**src/rtl/core_pkg.sv**
```systemverilog
// Shared front-end types and defaults for the fetch PC generator.
// Optional counters are enabled by defining FETCH_PC_GEN_PERF_EN.
package core_pkg;

  typedef enum logic {
    RUN  = 1'b0,
    HALT = 1'b1
  } fetch_state_t;

  localparam int          XLEN_DEFAULT         = 32;
  localparam logic [31:0] RESET_VECTOR_DEFAULT = 32'h0000_0000;

endpackage

```
**src/rtl/pc_next_sel.sv**
```systemverilog
// Next-PC priority mux: trap > redirect > advance, with target masking
// and misalignment detection on the winning redirect target.
module pc_next_sel
  import core_pkg::*;
#(
  parameter int XLEN = XLEN_DEFAULT,
  parameter int STEP = 4
) (
  input  logic            trap_valid,
  input  logic [XLEN-1:0] trap_addr,
  input  logic            redirect_valid,
  input  logic [XLEN-1:0] redirect_addr,
  input  logic            advance,
  input  logic [XLEN-1:0] pc_inc,
  output logic [XLEN-1:0] pc_d,
  output logic            pc_upd,
  output logic            redir,
  output logic            misal,
  output logic [XLEN-1:0] tgt
);

  localparam logic [XLEN-1:0] LOW = XLEN'(STEP - 1);

  always_comb begin
    pc_d   = pc_inc;
    pc_upd = advance;
    redir  = 1'b0;
    tgt    = '0;
    priority case (1'b1)
      trap_valid: begin
        redir = 1'b1;
        tgt   = trap_addr;
      end
      redirect_valid: begin
        redir = 1'b1;
        tgt   = redirect_addr;
      end
      default: ;
    endcase
    if (redir) begin
      pc_d   = tgt & ~LOW;
      pc_upd = 1'b1;
    end
    misal = redir && ((tgt & LOW) != '0);
  end

endmodule

```
**src/rtl/fetch_pc_gen.sv**
```systemverilog
// Fetch PC register, RUN/HALT debug FSM and fetch request generation.
// Define FETCH_PC_GEN_PERF_EN to add fetch/redirect counters.
module fetch_pc_gen
  import core_pkg::*;
#(
  parameter int              XLEN         = XLEN_DEFAULT,
  parameter logic [XLEN-1:0] RESET_VECTOR = XLEN'(RESET_VECTOR_DEFAULT),
  parameter int              STEP         = 4,
  parameter int              COUNT_W      = 32
) (
  input  logic               clk,
  input  logic               rst,
  input  logic               stall,
  input  logic               fetch_ready,
  output logic               fetch_valid,
  output logic [XLEN-1:0]    fetch_addr,
  output logic [XLEN-1:0]    pc0,
  output logic [XLEN-1:0]    pc_next,
  input  logic               redirect_valid,
  input  logic [XLEN-1:0]    redirect_addr,
  input  logic               trap_valid,
  input  logic [XLEN-1:0]    trap_addr,
  input  logic               halt_req,
  input  logic               resume,
  output logic               halted,
`ifdef FETCH_PC_GEN_PERF_EN
  output logic [COUNT_W-1:0] fetch_count,
  output logic [COUNT_W-1:0] redirect_count,
`endif
  output logic               misaligned_err,
  output logic [XLEN-1:0]    misaligned_addr
);

  fetch_state_t    state_q, state_d;
  logic [XLEN-1:0] pc_q, pc_d;
  logic            err_q;
  logic [XLEN-1:0] eaddr_q, eaddr_d;
  logic            pc_upd, redir, misal, advance;
  logic [XLEN-1:0] tgt;

  assign pc0         = pc_q;
  assign fetch_addr  = pc_q;
  assign pc_next     = pc_q + XLEN'(STEP);
  assign halted      = (state_q == HALT);
  assign fetch_valid = (state_q == RUN) && !stall;
  assign advance     = fetch_valid && fetch_ready;

  assign misaligned_err  = err_q;
  assign misaligned_addr = eaddr_q;

  pc_next_sel #(
    .XLEN (XLEN),
    .STEP (STEP)
  ) u_sel (
    .trap_valid     (trap_valid),
    .trap_addr      (trap_addr),
    .redirect_valid (redirect_valid),
    .redirect_addr  (redirect_addr),
    .advance        (advance),
    .pc_inc         (pc_next),
    .pc_d           (pc_d),
    .pc_upd         (pc_upd),
    .redir          (redir),
    .misal          (misal),
    .tgt            (tgt)
  );

  always_comb begin
    state_d = state_q;
    eaddr_d = misal ? tgt : eaddr_q;
    unique case (state_q)
      RUN:     if (halt_req) state_d = HALT;
      HALT:    if (resume)   state_d = RUN;
      default: state_d = RUN;
    endcase
  end

  always_ff @(posedge clk) begin
    if (rst) begin
      state_q <= RUN;
      pc_q    <= RESET_VECTOR;
      err_q   <= 1'b0;
      eaddr_q <= '0;
    end else begin
      state_q <= state_d;
      err_q   <= misal;
      eaddr_q <= eaddr_d;
      if (pc_upd) pc_q <= pc_d;
    end
  end

`ifdef FETCH_PC_GEN_PERF_EN
  logic [COUNT_W-1:0] fcnt_q, rcnt_q;

  assign fetch_count    = fcnt_q;
  assign redirect_count = rcnt_q;

  always_ff @(posedge clk) begin
    if (rst) begin
      fcnt_q <= '0;
      rcnt_q <= '0;
    end else begin
      if (advance && !redir) fcnt_q <= fcnt_q + 1'b1;
      if (redir)             rcnt_q <= rcnt_q + 1'b1;
    end
  end
`endif

endmodule

```
**config.mk**
```make
export PLATFORM = sky130hd
export DESIGN_NAME = fetch_pc_gen
export DESIGN_NICKNAME = d
export VERILOG_FILES = /design/src/rtl/core_pkg.sv /design/src/rtl/pc_next_sel.sv /design/src/rtl/fetch_pc_gen.sv
export SDC_FILE = /design/constraint.sdc
export NUM_CORES = 1
export LEC_CHECK = 0
export BUFFER_PORTS_ARGS = -buffer_cell sky130_fd_sc_hd__buf_2
export CAP_MARGIN = 10
export CORE_MARGIN = 5
export CORE_UTILIZATION = 40
export DETAILED_ROUTE_END_ITERATION = 8
export PLACE_DENSITY = 0.78
export SKIP_CTS_REPAIR_TIMING = 1
export SYNTH_ARGS = -nofsm -noshare
export SYNTH_HDL_FRONTEND = slang
export SYNTH_SLANG_ARGS = --single-unit
```
**constraint.sdc**
```tcl
create_clock -name clk -period 2.2 [get_ports clk]
set_input_delay 0.44 -clock clk [delete_from_list [all_inputs] [get_ports clk]]
set_output_delay 0.44 -clock clk [all_outputs]
set_load 0.005 [all_outputs]
```
==> results of run 1 <==
[synthesized netlist by cell type (all sizes together) (2+ instances only)]
master	number
clkbuf	22
and3	5
a21oi	19
inv	4
buf	48
nor4	6
nor2	54
nand3	22
xnor2	19
nand4	13
a211oi	44
xor2	15
nor2b	2
o22ai	6
nor3	6
and4	3
nand2b	4
a21o	3
or3	2
nand4b	3
mux2i	2
o211ai	3
nand2	32
or2	2
o21ai	11
a221oi	2
dfxtp	64
a22oi	30
[worst max path at each step]
| stage | to | slack (ns) | depth (start not counted) |
|---|---|---|---|
| after detailed placement | pc_next[27] | 0.12 | 7 |
| after global routing | pc_next[27] | -0.32 | 7 |
| after global placement | pc_next[27] | 0.13 | 7 |
| after CTS | pc_next[31] | -0.27 | 7 |
| final | pc_next[25] | -0.21 | 7 |
| after floorplan | pc_next[24] | 0.05 | 6 |
[cells by family (layout without fill, tap and decap cells)]
kind of cell | count (synthesis) | count (layout)
adder cells (fa/ha/maj) | 1 | 1
flip-flops | 64 | 64
multiplexers | 2 | 2
XOR/XNOR | 34 | 34
other | 1 | 6
AO/OA/AOI/OAI | 126 | 126
buffers and inverters | 74 | 285
AND/OR/NAND/NOR | 158 | 158
[layout by cell type, fill, tap and decap left out, types with 11 or more instances in the layout]
| cell | n |
|---|---|
| nand4_1 | 11 |
| buf_4 | 58 |
| xnor2_1 | 13 |
| nor2_1 | 48 |
| o21ai_0 | 11 |
| clkbuf_8 | 12 |
| a22oi_1 | 30 |
| a211oi_1 | 44 |
| buf_2 | 196 |
| xor2_1 | 14 |
| nand2_1 | 26 |
| a21oi_1 | 18 |
| dfxtp_2 | 14 |
| dfxtp_1 | 49 |
| nand3_1 | 17 |
[final cells by class]
cell class,count,area (sq um)
fillers,836,3670
multi-input cells,327,2310
repair buffers,265,1550
flip-flops and latches,64,1300
clock buffers,14,173
well taps,129,161
clock inverters,2,60.1
inverters,4,15.0
[through the flow]
step	TNS (ns)	total power, mW	cell area [sq um]
detailed placement	0	2.04	4920
global route	-3.74	3.40	5570
global placement	0	2.03	4920
floorplan	0	1.72	3800
finish	-1.93	3.24	5570
CTS	-3.08	3.23	5150
[flip-flops by register name, summed over array words and instances, names as in the netlist]
signal / count
fetch_addr: 30
halted: 1
misaligned_addr: 32
misaligned_err: 1
[worst max-delay path, cell delays in order, from the launching register on]
cell and delay (ns):
dfxtp_2 0.33, nand4_1 0.16, buf_4 0.19, nor4_4 0.37
nand2_2 0.16, buf_4 0.17, xnor2_1 0.13, buf_2 0.13
[power breakdown]
group	switching (mW)	total [mW]	internal, mW
registers	0.0708	1.32	1.25
logic	0.387	0.717	0.330
clock network	0.466	1.20	0.734
[per-layer routing]
metal,routed length (um),vias to the layer above,GRT usage
met5,0,-,0
met4,342,0,0.0795
met3,1270,33,0.0506
met2,6980,239,0.397
met1,5680,2079,0.292
li1,-,2071,-
==> results.toml, run 1 <==
[clock_tree]
htree_levels = 3
cts-root-buf = "clkbuf_8"
cts_made_buffers = 9
cts_tree = "yes"
ctsLongestPathBuffers = 2
clk_pin_slew_ns = 0.07
clkLatencyLatePin_ns = 0.34
numClockSinks = 64

[route]
wl_mm = 14.3
via_count = 4422
ant_nets = 0
first_iter_violations = 247
wl_per_cell_um = 17.7
routed_via_density = 5.49
drc = 0
dr.pass1.iters = 5

[timing]
layout_min_cycle_time_ns = 2.41
rsz0062_at_grt = "true"
tightest_slew_ns = 0.512
hold_violations = 0
clock.fmax_ghz = 0.415
slew_violations = 0
clock_skew_ns = 0.0114
slew_headroom = 0.658
setup_violations = 18
fin_crit_sh = 1.10
setup_ws_ns = -0.212
whs_ns = 0.365

[global_route]
grt_pass1_wl_mm = 21.4
globalRouteTotalUtil = 0.234
grt_pass1_vias = 4144
grt_antenna_before_repair = 0
grt_overflow = 0
grt_max_degree = 60

[worst_setup_path]
worstRegToRegCells = 9
critical_path.startpoint_type = "register"
r2r-start = "fetch_addr[17]"
crit_arrival_ns = 1.97
crit_fanout = 4
r2r_setup_slack_ns = 0.24
end_kind = "output port"
worstPathRequired_ns = 1.76
path_class = "register to output port"
crit_start = "fetch_addr[17]"
r2r-end = "fetch_addr[27]"

[yosys]
ys_ff_latch = 64
synth_area_leaders = "dfxtp_1 34%, a211oi_1 8.7%, buf_4 7.4%"
yosysWarnings = 0
synth_cell_types = 49
netlist_instances = 460
ys_seq_area_frac = 0.339
synth.mux.area_fraction = 0.00530
yosysTopAreaCell = "dfxtp_1"
ys.flop_type = "dfxtp_1"
avgSynthCellArea_sq_um = 8.21
netlist.area_leader.share = 0.339
synth_top_family_by_area = "compound AO/OA/AOI/OAI gates"
synthAdderAreaFrac = 0.00331
synthArstFlopShare = 0
synth_xor_area_frac = 0.0788
synth_compound_gate_area_share = 0.231
synth_edf_count = 0
syn_area_sq_um = 3780
synthSimpleGateAreaFrac = 0.227

[place]
port_buffers = 196
dp_cells = 769
pre_cts_ws_ns = 0.119
gp_congestion = 0.825
hpwl_mm = 10.6

[hold_path]
hold_depth = 3
worstHoldStart = "halt_req"
hp-class = "primary input to register"
holdPathEnd = "halted"

[outcome]
status = "finished, violations left"
violations = "negative setup slack"

[final_layout]
fin_nets = 744
diodes = 0
final_util = 0.603
syn2layout_area_growth_pct = 47.5
drive_gt1_frac = 0.500
fin_cells = 805

[floorplanning]
core_sq_um = 9240
die-height_um = 107
die_w_um = 107
start_util = 0.409
row_count = 35
io_pins = 203
die_area_sq_um = 11500

[power_and_ir_drop]
power.density_nw_per_um2 = 582
p_leak_nw = 2.78
max-vdd-ir-drop_uv = 312

[flow_run]
drv_cap = 0
Power figures use the tool's default switching activity.
==> run 2: changes to the inputs <==
--- a/config.mk
+++ b/config.mk
@@ -10,8 +10,9 @@
 export CORE_MARGIN = 5
 export CORE_UTILIZATION = 40
 export DETAILED_ROUTE_END_ITERATION = 8
-export PLACE_DENSITY = 0.78
+export PLACE_DENSITY = 0.75
 export SKIP_CTS_REPAIR_TIMING = 1
 export SYNTH_ARGS = -nofsm -noshare
 export SYNTH_HDL_FRONTEND = slang
+export SYNTH_HIERARCHICAL = 1
 export SYNTH_SLANG_ARGS = --single-unit
==> run 2 against run 1 <==
The run still ends with negative setup slack left. Clock-buffer cell count is the same. Routed wire length shrank 4.7%. Cell count grew 4.7%. Non-clock buffer count shrank 18.
==> results.toml, run 2 <==
[outcome]
status = "finished, violations left"
violations = "negative setup slack"

[clock_tree]
cts_tree = "yes"
cts-root-buf = "clkbuf_8"
clkLatencyLatePin_ns = 0.35
ctsLongestPathBuffers = 2
numClockSinks = 66
clk_pin_slew_ns = 0.07
htree_levels = 3
cts_made_buffers = 9

[floorplanning]
start_util = 0.410
die-height_um = 113
core_sq_um = 10400
row_count = 37
die_w_um = 113
die_area_sq_um = 12800
io_pins = 203

[power_and_ir_drop]
clockPowerShare = 0.310
max-vdd-ir-drop_uv = 283
p_leak_nw = 3.25
sw_frac_of_total = 0.307
seq_power_share = 0.424
pwr-share-comb = 0.266
internal_power_mw = 2.18
p_total_mw = 3.15
power.density_nw_per_um2 = 539
power_switching_uw = 968

[worst_setup_path]
r2r_setup_slack_ns = 0.21
crit_fanout = 5
crit_arrival_ns = 1.84
path_class = "register to output port"
r2r-start = "fetch_addr[7]"
crit_end = "pc_next[30]"
worstPathRequired_ns = 1.76
end_kind = "output port"
worstRegToRegCells = 9
r2r-end = "fetch_addr[17]"
crit_start = "fetch_addr[7]"
critical_path.startpoint_type = "register"

[timing]
hold_violations = 0
rsz0062_at_grt = "true"
tightest_slew_ns = 0.502
layout_min_cycle_time_ns = 2.28
slew_headroom = 0.665
setup_violations = 14
clock_skew_ns = 0.0103
slew_violations = 0
clock.fmax_ghz = 0.438
fin_crit_sh = 1.04
setup_ws_ns = -0.0819

[yosys]
yosysTopAreaCell = "dfxtp_1"
synthArstFlopShare = 0
ys.flop_type = "dfxtp_1"
synth_top_family_by_area = "multiplexers"
synthSimpleGateAreaFrac = 0.196
yosysMostFrequentCell = "mux2i_1"
ys_seq_area_frac = 0.311
synth_edf_count = 0
netlist_instances = 511
yosysWarnings = 6
netlist.area_leader.share = 0.311
ys_top_cells_by_count = "95 x mux2i_1, 69 x nor2_1, 68 x nand2_1, 66 x dfxtp_1, 37 x buf_4"
synth_fp_nets = 584
synth_area_leaders = "dfxtp_1 31%, mux2i_1 22%, buf_4 6.5%"
avgSynthCellArea_sq_um = 8.33
synth_cell_types = 32
synth_compound_gate_area_share = 0.0871
synthAdderAreaFrac = 0.00294
syn_area_sq_um = 4250
ys_ff_latch = 66
synth_xor_area_frac = 0.0576
synth.mux.area_fraction = 0.224

[place]
gp_congestion = 0.825
hpwl_mm = 9.47
placed_cell_area_sq_um = 5150
port_buffers = 202

[route]
first_iter_violations = 228
routed_via_density = 5.13
dr.pass1.iters = 6
drc = 0
via_count = 4322
wl_per_cell_um = 16.1
wl_mm = 13.6
ant_nets = 0

[flow_run]
drv_cap = 0

[global_route]
grt_pass1_wl_mm = 20.1
globalRouteTotalUtil = 0.191
grt_max_degree = 67
grt_antenna_before_repair = 0
grt_pass1_vias = 4156
grt_overflow = 0

[final_layout]
fin_nets = 775
drive_gt1_frac = 0.467
syn2layout_area_growth_pct = 37.3
diodes = 0
layout_commonest_cell = "buf_2"
final_cell_mix = "201 x buf_2, 95 x mux2i_1, 69 x nor2_1"
fin_area_sq_um = 5840

[hold_path]
worstHoldStart = "halt_req"
hp-class = "primary input to register"
-- run 2: changes by cell type in the layout (fill, tap and decap cells not counted), sizes merged, moves of 15 or more --
| cell | delta |
|---|---|
| a211oi | -44 |
| a21oi | -19 |
| a22oi | -30 |
| buf | -18 |
| mux2i | +93 |
| nand2 | +37 |
| nor2 | +15 |
| o21ai | +52 |
-- run 2: how the worst min path moves through the flow --
stage	end	slack [ns]	depth (start not counted)
2_1_floorplan	misaligned_addr[22]	0.49	2
3_3_place_gp	misaligned_addr[13]	0.47	2
3_5_place_dp	misaligned_addr[31]	0.48	2
4_1_cts	halted	0.32	3
5_1_grt	halted	0.33	3
6_report	halted	0.34	3
-- run 2: power groups by stage --
stage | registers (mW) | logic, mW | clock network, mW
final | 1.33 | 0.839 | 0.976
after global routing | 1.35 | 0.919 | 1.06
after CTS | 1.33 | 0.789 | 1.01
after detailed placement | 1.36 | 0.784 | 0
after global placement | 1.35 | 0.769 | 0
after floorplan | 1.39 | 0.466 | 0
-- run 2: per-stage QoR --
step	std cells	utilization	hold slack [ns]	setup WS, ns	TNS [ns]
CTS	820	0.515	0.317	-0.240	-3.00
finish	843	0.563	0.340	-0.0819	-0.691
global placement	804	0.497	0.470	0.195	0
global route	843	0.563	0.327	-0.163	-2.10
detailed placement	804	0.497	0.478	0.153	0
floorplan	511	-	0.485	0.358	0
-- run 2: kinds of logic after synthesis --
| kind of cell | count (synthesis) |
|---|---|
| buffers and inverters | 72 |
| adder cells (fa/ha/maj) | 1 |
| XOR/XNOR | 28 |
| multiplexers | 95 |
| AND/OR/NAND/NOR | 184 |
| flip-flops | 66 |
| AO/OA/AOI/OAI | 65 |
-- run 2: layout make-up --
cell class | count | area [sq um]
Clock inverter | 2 | 10.0
Sequential cell | 66 | 1360
Multi-Input combinational cell | 374 | 2700
Fill cell | 938 | 4530
Tap cell | 136 | 170
Clock buffer | 14 | 173
Timing Repair Buffer | 247 | 1410
Inverter | 4 | 15.0
-- run 2: critical path: stages (launching register included) --
cell and delay (ns):
dfxtp_4 0.37, and4_4 0.27, nand3_4 0.14, buf_12 0.18, nor4_4 0.17, xor2_1 0.22
buf_2 0.15
-- run 2: layer usage --
layer  global-route usage  routed length (um)
met5                    0                   0
met1                0.231                5600
met3               0.0497                1120
met2                0.327                6700
met4               0.0673                 187
==> run 3: changes to the inputs <==
--- a/config.mk
+++ b/config.mk
@@ -10,7 +10,7 @@
 export CORE_MARGIN = 5
 export CORE_UTILIZATION = 40
 export DETAILED_ROUTE_END_ITERATION = 8
-export PLACE_DENSITY = 0.75
+export PLACE_DENSITY = 0.73
 export SKIP_CTS_REPAIR_TIMING = 1
 export SYNTH_ARGS = -nofsm -noshare
 export SYNTH_HDL_FRONTEND = slang
==> constraint.sdc (replaced) <==
create_clock -name clk -period 2.4 [get_ports clk]
set_input_delay 0.48 -clock clk [delete_from_list [all_inputs] [get_ports clk]]
set_output_delay 0.48 -clock clk [all_outputs]
set_load 0.005 [all_outputs]
==> run 3 against run 2 <==
Die area is the same. The run now ends clean. Critical endpoint unchanged. Combinational power down 16%. Sequential cell count did not move.
==> results.toml, run 3 (same netlist as run 2, synthesis figures left out) <==
[floorplanning]
die_w_um = 113
die_area_sq_um = 12800
die-height_um = 113
io_pins = 203
row_count = 37
core_sq_um = 10400
start_util = 0.410

[global_route]
globalRouteTotalUtil = 0.192
grt_pass1_vias = 4106
grt_overflow = 0
grt_pass1_wl_mm = 20.3
grt_max_degree = 64
grt_antenna_before_repair = 0

[clock_tree]
htree_levels = 3
clk_pin_slew_ns = 0.07
ctsLongestPathBuffers = 2
clkLatencyLatePin_ns = 0.33
cts_made_buffers = 9
numClockSinks = 66
cts_tree = "yes"
cts-root-buf = "clkbuf_8"

[route]
dr.pass1.iters = 4
first_iter_violations = 206
wl_mm = 12.8
via_count = 4133
routed_via_density = 5.05
ant_nets = 0
wl_per_cell_um = 15.6
drc = 0

[power_and_ir_drop]
power.density_nw_per_um2 = 531
max-vdd-ir-drop_uv = 324
p_total_mw = 2.90
p_leak_nw = 3.02

[final_layout]
num-fill-cells = 986
layout_commonest_cell = "buf_2"
diodes = 0
syn2layout_area_growth_pct = 28.5
final_cell_mix = "201 x buf_2, 95 x mux2i_1, 69 x nor2_1"
drive_gt1_frac = 0.419
final_util = 0.527
fin_nets = 750

[worst_setup_path]
critical_path.cell_chain = "and4_4 > nand4_1 > nor4_2 > xor2_1 > buf_2"
critical_path.startpoint_type = "register"
crit_fanout = 6
worstPathRequired_ns = 1.92
r2r-start = "fetch_addr[23]"
crit_arrival_ns = 1.85
crit_start = "fetch_addr[23]"
worstRegToRegCells = 9
cp_slowest_stage_delay_ns = 0.40
path_class = "register to output port"
crit_slowest_cell = "dfxtp_4"
end_kind = "output port"

[timing]
slew_headroom = 0.649
hold_violations = 0
setup_violations = 0
fin_setup_tns_ns = 0
tightest_slew_ns = 0.527
slew_violations = 0
whs_ns = 0.389
fin_crit_sh = 0.971
layout_min_cycle_time_ns = 2.33
rsz0062_at_grt = "true"
clock_skew_ns = 0.0117
clock.fmax_ghz = 0.429

[flow_run]
drv_cap = 0

[hold_path]
worstHoldStart = "halt_req"
hp-class = "primary input to register"
hold_depth = 3

[place]
hpwl_mm = 9.59
gp_congestion = 0.870
port_buffers = 202

[outcome]
status = "finished clean"
==> run 3: metrics by stage <==
step | instances | worst slack (ns) | cell area, sq um
after floorplan | 511 | 0.535 | 4250
after global placement | 800 | 0.287 | 5110
after detailed placement | 800 | 0.258 | 5110
after CTS | 816 | -0.130 | 5320
after global routing | 818 | -0.0441 | 5470
final | 818 | 0.0692 | 5470
==> run 3: worst max-delay path: cells and delay by family, from the launching register on <==
family / cells / cell delay (ns)
xor+xnor: 1 / 0.24
simple gates: 3 / 0.74
flops: 1 / 0.40
buf+inv: 1 / 0.15
==> run 3: area by class of cell <==
| cell class | count | area, sq um | share of cell area |
|---|---|---|---|
| Multi-Input combinational cell | 374 | 2540 | 0.464 |
| Tap cell | 136 | 170 | 0.0311 |
| Timing Repair Buffer | 222 | 1190 | 0.217 |
| Clock buffer | 10 | 138 | 0.0252 |
| Clock inverter | 6 | 66.3 | 0.0121 |
| Sequential cell | 66 | 1350 | 0.247 |
| Inverter | 4 | 15.0 | 0.00275 |
==> run 3: where the power goes <==
group	switching (mW)	internal, mW
clock network	0.449	0.508
logic	0.367	0.340
registers	0.0672	1.17
total	0.883	2.02
==> run 3: final timing paths <==
| kind | end | slack, ns |
|---|---|---|
| max reg2reg | fetch_addr[30] | 0.44 |
| max | pc_next[30] | 0.07 |
| min reg2reg | misaligned_addr[13] | 0.50 |
| min | halted | 0.39 |
==> run 3: layer usage <==
metal / up-vias / routed length (um) / global-route usage
met4: 0 / 116 / 0.0569
li1: 2046 / - / -
met1: 1909 / 5370 / 0.237
met2: 170 / 6380 / 0.331
met5: - / 0 / 0
met3: 8 / 931 / 0.0455
